[config.mk]
export PLATFORM = sky130hd
export DESIGN_NAME = cin_sel_pipe
export DESIGN_NICKNAME = d
export VERILOG_FILES = /design/src/rtl/dsp_pkg.sv /design/src/rtl/cin_pipe.sv /design/src/rtl/cin_sel_pipe.sv
export SDC_FILE = /design/constraint.sdc
export NUM_CORES = 1
export LEC_CHECK = 0
export BUFFER_PORTS_ARGS = -buffer_cell sky130_fd_sc_hd__buf_2
export CORE_AREA = 10 10 47 49
export CTS_CLUSTER_DIAMETER = 120
export DETAILED_ROUTE_END_ITERATION = 7
export DIE_AREA = 0 0 57 59
export GPL_TIMING_DRIVEN = 0
export PLACE_DENSITY = 0.55
export SYNTH_ARGS = -nofsm -noshare
export SYNTH_HDL_FRONTEND = slang
export SYNTH_HIERARCHICAL = 1
export SYNTH_SLANG_ARGS = --single-unit
[constraint.sdc]
create_clock -name clk -period 2.4 [get_ports clk]
set_input_delay 0.24 -clock clk [delete_from_list [all_inputs] [get_ports clk]]
set_output_delay 0.24 -clock clk [all_outputs]
set_load 0.1 [all_outputs]
[src/rtl/dsp_pkg.sv]
// Carry-in source encodings and helpers shared by the DSP48E1 carry-in datapath.
// Pure definitions: no latency, no flow control.
package dsp_pkg;

  typedef enum logic [2:0] {
    SEL_CARRYIN = 3'b000,
    SEL_NPCIN   = 3'b001,
    SEL_CASCIN  = 3'b010,
    SEL_PCIN    = 3'b011,
    SEL_CASCOUT = 3'b100,
    SEL_NP      = 3'b101,
    SEL_RND     = 3'b110,
    SEL_P       = 3'b111
  } cinsel_e;

  // Sources that loop back from this slice's own outputs.
  function automatic logic is_feedback(input logic [2:0] sel);
    return (sel == SEL_CASCOUT) || (sel == SEL_NP) || (sel == SEL_P);
  endfunction

endpackage

[src/rtl/cin_pipe.sv]
// CE-gated, synchronously cleared shift register of DEPTH stages (0 = wire); latency DEPTH enabled cycles.
// No backpressure: ce low holds every stage, reset clears all stages regardless of ce.
module cin_pipe #(
  parameter int DEPTH = 1,
  parameter int WIDTH = 1
) (
  input  logic             clk,
  input  logic             rst,
  input  logic             ce,
  input  logic [WIDTH-1:0] d,
  output logic [WIDTH-1:0] q
);

  generate
    if (DEPTH == 0) begin : g_bypass
      logic unused_ok;
      assign unused_ok = ^{clk, rst, ce};
      assign q = d;
    end else begin : g_reg
      logic [WIDTH-1:0] stg [DEPTH];

      always_ff @(posedge clk) begin
        if (!rst) begin
          for (int i = 0; i < DEPTH; i++) stg[i] <= '0;
        end else if (ce) begin
          stg[0] <= d;
          for (int i = 1; i < DEPTH; i++) stg[i] <= stg[i-1];
        end
      end

      assign q = stg[DEPTH-1];
    end
  endgenerate

endmodule

[src/rtl/cin_sel_pipe.sv]
// DSP48E1 carry-in selector: 8-way CIN decode over a CIN_STAGES-deep CARRYIN pipe, optional sel/rnd regs.
// CIN is combinational after the registers; ILLEGAL_SEL lags the effective select by one cycle; CEs only hold state.
module cin_sel_pipe
  import dsp_pkg::*;
#(
  parameter int CIN_STAGES = 1,
  parameter int SEL_REG    = 1,
  parameter int RND_REG    = 1,
  parameter int PREG       = 1
) (
  input  logic       clk,
  input  logic       rst,
  input  logic       CECARRYIN,
  input  logic       CECTRL,
  input  logic       CEM,
  input  logic       CARRYIN,
  input  logic       CARRYCASCIN,
  input  logic       CARRYCASCOUT,
  input  logic       PCIN_MSB,
  input  logic       P_MSB,
  input  logic       A_SIGN,
  input  logic       B_SIGN,
  input  logic [2:0] CARRYINSEL,
  output logic       CIN,
  output logic       ILLEGAL_SEL
);

  localparam int SEL_DEPTH = (SEL_REG != 0) ? 1 : 0;
  localparam int RND_DEPTH = (RND_REG != 0) ? 1 : 0;

  logic [2:0] sel_q;
  logic       carry_q;
  logic       rnd_d;
  logic       rnd_q;
  logic       illegal_d;
  logic       illegal_q;

  cin_pipe #(.DEPTH(CIN_STAGES), .WIDTH(1)) u_carry_pipe (
    .clk (clk),
    .rst (rst),
    .ce  (CECARRYIN),
    .d   (CARRYIN),
    .q   (carry_q)
  );

  cin_pipe #(.DEPTH(SEL_DEPTH), .WIDTH(3)) u_sel_reg (
    .clk (clk),
    .rst (rst),
    .ce  (CECTRL),
    .d   (CARRYINSEL),
    .q   (sel_q)
  );

  // Symmetric-rounding term, aligned with the multiplier register when RND_REG=1.
  assign rnd_d = ~(A_SIGN ^ B_SIGN);

  cin_pipe #(.DEPTH(RND_DEPTH), .WIDTH(1)) u_rnd_reg (
    .clk (clk),
    .rst (rst),
    .ce  (CEM),
    .d   (rnd_d),
    .q   (rnd_q)
  );

  // Without a P register, feedback sources would close a combinational loop.
  assign illegal_d = (PREG == 0) && is_feedback(sel_q);

  always_comb begin
    CIN = 1'b0;
    case (sel_q)
      SEL_CARRYIN: CIN = carry_q;
      SEL_NPCIN:   CIN = ~PCIN_MSB;
      SEL_CASCIN:  CIN = CARRYCASCIN;
      SEL_PCIN:    CIN = PCIN_MSB;
      SEL_CASCOUT: CIN = CARRYCASCOUT;
      SEL_NP:      CIN = ~P_MSB;
      SEL_RND:     CIN = rnd_q;
      SEL_P:       CIN = P_MSB;
      default:     CIN = 1'b0;
    endcase
    if (illegal_d) CIN = 1'b0;
  end

  always_ff @(posedge clk) begin
    if (!rst) illegal_q <= 1'b0;
    else      illegal_q <= illegal_d;
  end

  assign ILLEGAL_SEL = illegal_q;

endmodule

# Word-level counts from Yosys, hierarchy flattened
# Memory sizes are Yosys's and may differ from the RTL's.
# Cells that the tools add are included.
totals:
  register_bits: 0
  latchBits: 0
  mem_bits_rw: 5
  rom_bits: 0
  input_bits: 15
  output_inout_bits: 2
  elab_cells: 35
  mem_count: 3
mem_list:
  columns: ["name", "depth", "width", "read_ports", "rd_clocked_by_memory_dff", "wr", "line_no", "text"]
  rows:
  - ["u_sel_reg.g_reg.stg", 1, 3, 1, 0, 1, "cin_pipe.sv:20", "logic [WIDTH-1:0] stg [DEPTH];"]
  - ["u_carry_pipe.g_reg.stg", 1, 1, 1, 0, 1, "cin_pipe.sv:20", null]
  - ["u_rnd_reg.g_reg.stg", 1, 1, 1, 0, 1, "cin_pipe.sv:20", null]
classes:
  add_sub_neg: 0
  n_mul: 0
  div: 0
  order_cmp: 0
  eq_ne: 7
  n_shift: 0
  n_mux: 17
  bitwise: 4
  reduce_logical: 4
op_table:
  columns: ["op", "n"]
  rows:
  - ["1-bit two-way mux", 15]
  - ["3-bit == test (second input constant)", 4]
  - ["1-bit one-hot mux with 8 select lines", 1]
  - ["3-bit by 2-bit == test with 1-bit output (second input constant)", 2]
  - ["3-bit by 1-bit == test with 1-bit output (second input constant)", 1]
  - ["3-bit logical NOT", 1]
  - ["3-bit two-way mux", 1]
  - ["1-bit inverter", 3]
  - ["3-bit OR reduction", 1]
  - ["1-bit OR reduction", 2]
  - ["1-bit XOR", 1]

# Depth between registers and ports, before layout
# Gate-level depths: netlist of the first run.
depth:
  depth_word: 5
  ltp_mapped: 3
  mapped_depth_nobuf: 3

# Hierarchy
# The synthesis of the first run kept the hierarchy.
modules_own_cells:
  columns: ["mod", "instances", "cells_each", "area_each_um2", "seq_area_each_um2"]
  rows:
  - ["cin_pipe (u_sel_reg)", 1, 7, 115.1, 90.1]
  - ["cin_sel_pipe", 1, 10, 96.3, 0.0]
  - ["cin_pipe (u_carry_pipe ...)", 2, 3, 42.5, 30.0]

# Worst setup path before layout of the first run
# No wires, ideal clock.
synth_path:
  path_type: "flip-flop to output port"
  start: "mem u_sel_reg.g_reg.stg[0][0]"
  end: "out CIN"
  t_arrival_ps: 1500
  required_time_ps: 2160
  slack_ps: 660
  stages_incl_launch_ff: 3
  path_buffers: 0
  path_cell_list: "edfxtp_1 > mux2_4 > mux4_2"
synth_between:
  elab_chain_len: 3
  elab_cells_between_ends: 10
  classes_between: "eq/ne (7); mux (1); reduce/logical (1); memory (1)"
synth_rtl:
  columns: ["element", "line_no", "text"]
  rows:
  - ["start: declaration", "cin_pipe.sv:20", null]
  - ["memory read 1 x 3 bit *", null, null]
  - ["3-bit == test, or another cell as far along", "cin_sel_pipe.sv:70", "case (sel_q)"]
  - ["1-bit one-hot mux with 8 select lines *", "cin_sel_pipe.sv:70", null]
  - ["end: declaration", "cin_sel_pipe.sv:24", "output logic CIN,"]
# Mark *: on every way between the ends. The rest lies on a longest branch, timed or not.

# Final worst setup path of the first run
# Same ends and word-level chain as after synthesis.

==> impl_metrics.py, run 1 <==
metrics = {
    "worst_hold_path": {
        "hold_path_depth": 2,
        "hold_end": "u_rnd_reg/g_reg.stg[0]",
        "min_from": "CEM",
        "worstHoldPathType": "primary input to flip-flop",
    },
    "synth": {
        "avgSynthCellArea_um2": 12.9,
        "synth.cell_area_um2": 297,
        "synth_cell_type_count": 11,
        "yosys_warnings": 6,
        "synth-seq-area-share_pct": 50.6,
        "syn_nets": 38,
        "synth_compound_area_share_pct": 0,
        "synthAdderAreaFrac_pct": 0,
        "syn_inst": 23,
        "ys_seq_elements": 5,
        "synthXorXnorAreaFrac_pct": 2.95,
        "synth_top_family_by_area": "multiplexers",
        "synth.mux.area_fraction_pct": 23.2,
        "synthSimpleGateAreaFrac_pct": 16.9,
    },
    "timing": {
        "fin_hold_ws_ns": 0.297,
        "fin_crit_ns": 2.05,
        "grt_setup_unrepaired": "no",
        "period_share_pct": 85.4,
        "hold_violations": 0,
        "setup_viol_count_final": 0,
        "slew_viol_final": 0,
        "fmax_ghz": 0.488,
        "fin_tns_setup_ns": 0,
    },
    "die": {
        "initial_utilization_pct": 21.2,
        "die_area_um2": 3360,
        "fp.dieH_um": 59,
        "fp-row-count": 14,
        "dieWidth_um": 57,
        "ios": 17,
        "core-area_um2": 1400,
    },
    "route": {
        "drtIter0Drc": 0,
        "avgRoutedWirePerCell_um": 10.7,
        "drc": 0,
        "via_per_inst": 3.86,
        "vias": 224,
        "firstDrtPassIters": 1,
        "wl_met1_um": 303,
        "top_layer_used": "met3",
        "wl_met3_um": 95,
        "wl_um": 620,
        "met2_length_um": 221,
        "ant_nets": 0,
    },
    "grt": {
        "grt_pass1_wl_um": 1010,
        "grt_pass1_vias": 276,
        "grt-ovfl-total": 0,
        "track_usage_pct": 3.91,
        "antenna_found_initial": 0,
        "grt_max_degree": 9,
    },
    "worst_setup_path": {
        "cp.arrival_ns": 1.81,
        "critPathKind": "flip-flop to output port",
        "crit_required_ns": 2.16,
        "critPathLaunchType": "flip-flop",
        "path_cells": "mux2_4 -> mux4_2 -> buf_2",
        "critPathMaxStageDelay_ns": 0.47,
        "cp_max_fo": 4,
        "critPathCaptureType": "output port",
        "crit_slowest_cell": "edfxtp_1",
    },
    "power_and_ir_drop": {
        "power_per_cell_area_nw_per_um2": 653,
        "peakVddDrop_mv": 0.180,
        "power.leakage_nw": 0.209,
    },
    "clocking": {
        "numCtsBuffers": 3,
        "postCtsResizedCells": 0,
        "cts-htree-levels": 1,
        "path_clk_slew_ns": 0.04,
        "postCtsHoldBufs": 0,
        "clk_path_buf_depth": 2,
        "cts_setup_buffers": 0,
        "cts_tree": "built",
        "cts_root_buffer": "clkbuf_4",
        "clock-sinks": 5,
    },
    "placed_design": {
        "portBuffers": 15,
        "place_congestion": 0.688,
    },
    "cells_and_area": {
        "area_growth_pct": 40.9,
        "layout_common_cells": "buf_2 (15), and3_1 (5), edfxtp_1 (5)",
        "drive_gt1_share_pct": 50.0,
        "diodes": 0,
        "layout.nets": 58,
        "final_common_cell": "buf_2",
    },
    "status": {
        "outcome": "complete, no violations",
    },
    "job": {
        "maxCapViolCount": 0,
    },
}
==> worst max-delay path, delay by kind of cell (launching register included) <==
family	cells	cell delay [ns]
mux	2	0.79
flops	1	0.47
buf+inv	1	0.31
==> how the worst max path moves through the flow <==
stage / start / endpoint / slack, ns / depth (start not counted)
final: u_sel_reg/g_reg.stg[0][0] / CIN / 0.35 / 3
after global routing: u_sel_reg/g_reg.stg[0][0] / CIN / 0.29 / 3
after CTS: u_sel_reg/g_reg.stg[0][0] / CIN / 0.33 / 3
after detailed placement: u_sel_reg/g_reg.stg[0][0] / CIN / 0.59 / 3
after global placement: u_sel_reg/g_reg.stg[0][0] / CIN / 0.62 / 3
after floorplan: u_sel_reg/g_reg.stg[0][0] / CIN / 0.66 / 2
==> cell type report <==
cell class / instances / area [um2]
multi-input combinational: 15 / 131
tap: 16 / 20.0
timing repair buffer: 15 / 75.1
inverter: 2 / 7.51
sequential: 5 / 150
clock buffer: 4 / 26.3
buffer: 1 / 7.51
fill: 154 / 983
==> cell families after synthesis <==
| logic type | count (synthesis) |
|---|---|
| other | 1 |
| flip-flops | 5 |
| AND/OR/NAND/NOR | 8 |
| XOR/XNOR | 1 |
| buffers and inverters | 3 |
| multiplexers | 5 |
==> state kept, by name (all words and copies together), names as in the netlist <==
signal                  count
u_carry_pipe/g_reg.stg      1
u_rnd_reg/g_reg.stg         1
u_sel_reg/g_reg.stg         3
==> per-layer routing <==
metal / track usage, % / vias up
met4: 4.03 / 0
met5: 0 / -
met1: 4.71 / 88
met3: 3.00 / 0
li1: - / 118
met2: 3.88 / 18
==> cell usage after synthesis (all sizes together) <==
| library cell | number | area [um2] |
|---|---|---|
| and3 | 5 | 31.3 |
| edfxtp | 5 | 150 |
| nand2b | 3 | 18.8 |
| inv | 2 | 7.51 |
| mux2 | 2 | 26.3 |
| mux2i | 2 | 20.0 |
| buf | 1 | 7.51 |
| conb | 1 | 3.75 |
| mux4 | 1 | 22.5 |
| xnor2 | 1 | 8.76 |
==> power breakdown <==
part           total (mW)  internal (mW)  switching (mW)
Sequential          0.109          0.105         0.00432
Combinational      0.0683         0.0261          0.0422
Clock              0.0960         0.0628          0.0332
Total               0.273          0.193          0.0796
==> through the flow <==
stage                     util (%)  setup slack, ns  total power [mW]  instance area (um2)  cells
final                         29.8            0.351             0.273                  418     58
after global routing          29.8            0.295             0.286                  418     58
after CTS                     29.8            0.326             0.278                  418     58
after detailed placement      27.9            0.587             0.180                  392     54
after global placement        27.9            0.615             0.178                  392     54
after floorplan                  -            0.660             0.160                  297     23
No activity file was read; power rests on OpenSTA's default activity.
==> inputs of run 2 (changes only) <==
PLACE_DENSITY = 0.57   (was 0.55)
clock period = 1.7 ns   (was 2.4 ns; I/O delays follow)
==> impl_metrics.py, run 2 (synthesis gave the netlist of run 1 again) <==
metrics = {
    "route": {
        "firstDrtPassIters": 1,
        "ant_nets": 0,
        "drtIter0Drc": 0,
        "vias": 230,
        "wl_um": 614,
        "via_per_inst": 3.90,
        "drc": 0,
        "avgRoutedWirePerCell_um": 10.4,
    },
    "cells_and_area": {
        "final_util_pct": 30.8,
        "largest_register_ffs": 3,
        "layout_common_cells": "buf_2 (14), and3_1 (5), edfxtp_1 (5)",
        "top_register": "u_sel_reg/g_reg.stg",
        "layout.nets": 59,
        "final_common_cell": "buf_2",
        "fillers": 162,
        "area_growth_pct": 45.6,
        "diodes": 0,
        "drive_gt1_share_pct": 51.2,
        "largestRegisters": "u_sel_reg/g_reg.stg x3, u_carry_pipe/g_reg.stg x1, u_rnd_reg/g_reg.stg x1",
        "seq_area_um2": 150,
        "multi_input_area_um2": 131,
    },
    "grt": {
        "grt-ovfl-total": 0,
        "grt_pass1_wl_um": 1050,
        "grt_pass1_vias": 269,
        "grtUsageMet2_pct": 5.27,
        "grt_max_degree": 9,
        "met3_usage_pct": 3.43,
        "met1_usage_pct": 4.33,
        "track_usage_pct": 4.12,
        "antenna_found_initial": 0,
        "top_usage_layer": "met2",
    },
    "power_and_ir_drop": {
        "power_mw": 0.392,
        "peakVddDrop_mv": 0.301,
        "power.leakage_nw": 0.216,
        "power_per_cell_area_nw_per_um2": 908,
    },
    "timing": {
        "fin_crit_ns": 1.84,
        "fmax_ghz": 0.542,
        "fin_tns_setup_ns": -0.145,
        "fin_ws_ns": -0.145,
        "grt_setup_unrepaired": "yes",
        "period_share_pct": 109,
        "slew_viol_final": 0,
        "hold_violations": 0,
        "setup_viol_count_final": 1,
    },
    "worst_setup_path": {
        "critPathMaxStageDelay_ns": 0.46,
        "cp.arrival_ns": 1.67,
        "cp_max_fo": 3,
        "crit_required_ns": 1.53,
        "critPathLaunchType": "flip-flop",
        "crit_slowest_cell": "mux4_2",
        "path_cells": "mux2_1 -> mux4_2 -> buf_6",
        "critPathKind": "flip-flop to output port",
        "critPathCaptureType": "output port",
        "crit_path_start": "u_sel_reg/g_reg.stg[0][0]",
    },
    "status": {
        "violations": "setup timing",
        "outcome": "finished, violations left",
    },
    "clocking": {
        "path_clk_slew_ns": 0.04,
        "clk_path_buf_depth": 2,
        "cts_tree": "built",
        "cts_root_buffer": "clkbuf_4",
        "numCtsBuffers": 3,
        "clock-sinks": 5,
        "cts-htree-levels": 1,
        "postCtsHoldBufs": 0,
    },
    "placed_design": {
        "pre_cts_ws_ns": -0.0446,
        "portBuffers": 15,
        "place_congestion": 0.649,
    },
    "die": {
        "core-area_um2": 1400,
        "die_area_um2": 3360,
        "fp-row-count": 14,
        "fp.dieH_um": 59,
        "initial_utilization_pct": 21.2,
        "ios": 17,
        "dieWidth_um": 57,
    },
    "worst_hold_path": {
        "worstHoldPathType": "primary input to flip-flop",
        "hold_path_depth": 2,
        "min_from": "CECARRYIN",
    },
    "job": {
        "maxCapViolCount": 0,
    },
}
==> run 2: cell types whose count changed in the layout (fill, tap and decap cells not counted) <==
| cell | before | now |
|---|---|---|
| buf_2 | 15 | 14 |
| buf_4 | 1 | 2 |
| buf_6 | 0 | 1 |
==> run 2: where the power goes <==
| part | leakage [nW] | switching [mW] | internal (mW) |
|---|---|---|---|
| clock | 0.0150 | 0.0444 | 0.0885 |
| combinational | 0.147 | 0.0622 | 0.0447 |
| sequential | 0.0537 | 0.00474 | 0.148 |
| total | 0.216 | 0.111 | 0.281 |
==> run 2: worst paths after layout <==
| kind | end | slack [ns] |
|---|---|---|
| worst max-delay path | CIN | -0.14 |
| worst min-delay path | u_carry_pipe/g_reg.stg[0] | 0.23 |
==> run 2: final cells by class <==
cell class                      instances  share of cell area (%)
Buffer                                  1                    1.74
Clock buffer                            4                    6.09
Inverter                                2                    1.74
Multi-Input combinational cell         15                    30.4
Sequential cell                         5                    34.8
Tap cell                               16                    4.64
Timing Repair Buffer                   16                    20.6
==> run 2: critical path, delay by kind of cell (launching register included) <==
kind                   cells  cell delay [ns]
muxes                      2             0.80
DFF                        1             0.43
buffers and inverters      1             0.20
==> run 2: timing repair <==
| item | in CTS | in global routing |
|---|---|---|
| gates resized for setup | 2 | 0 |
| setup endpoints to repair | 1 | 1 |
| pin swaps | 0 | 0 |
| setup buffers | 1 | 0 |
| endpoints found under the hold margin | 0 | 0 |
==> run 2: stage by stage <==
step / instances / area [um2] / hold slack (ns)
after floorplan: 23 / 297 / 0.346
after CTS: 59 / 432 / 0.227
final: 59 / 432 / 0.232
after detailed placement: 54 / 392 / 0.472
after global placement: 54 / 392 / 0.472
after global routing: 59 / 432 / 0.237
==> run 2: metal layers <==
metal | part of all wire [%] | up-vias
met5 | 0 | -
met4 | 0 | 0
met2 | 38 | 18
met1 | 48 | 92
met3 | 13 | 0
li1 | - | 120
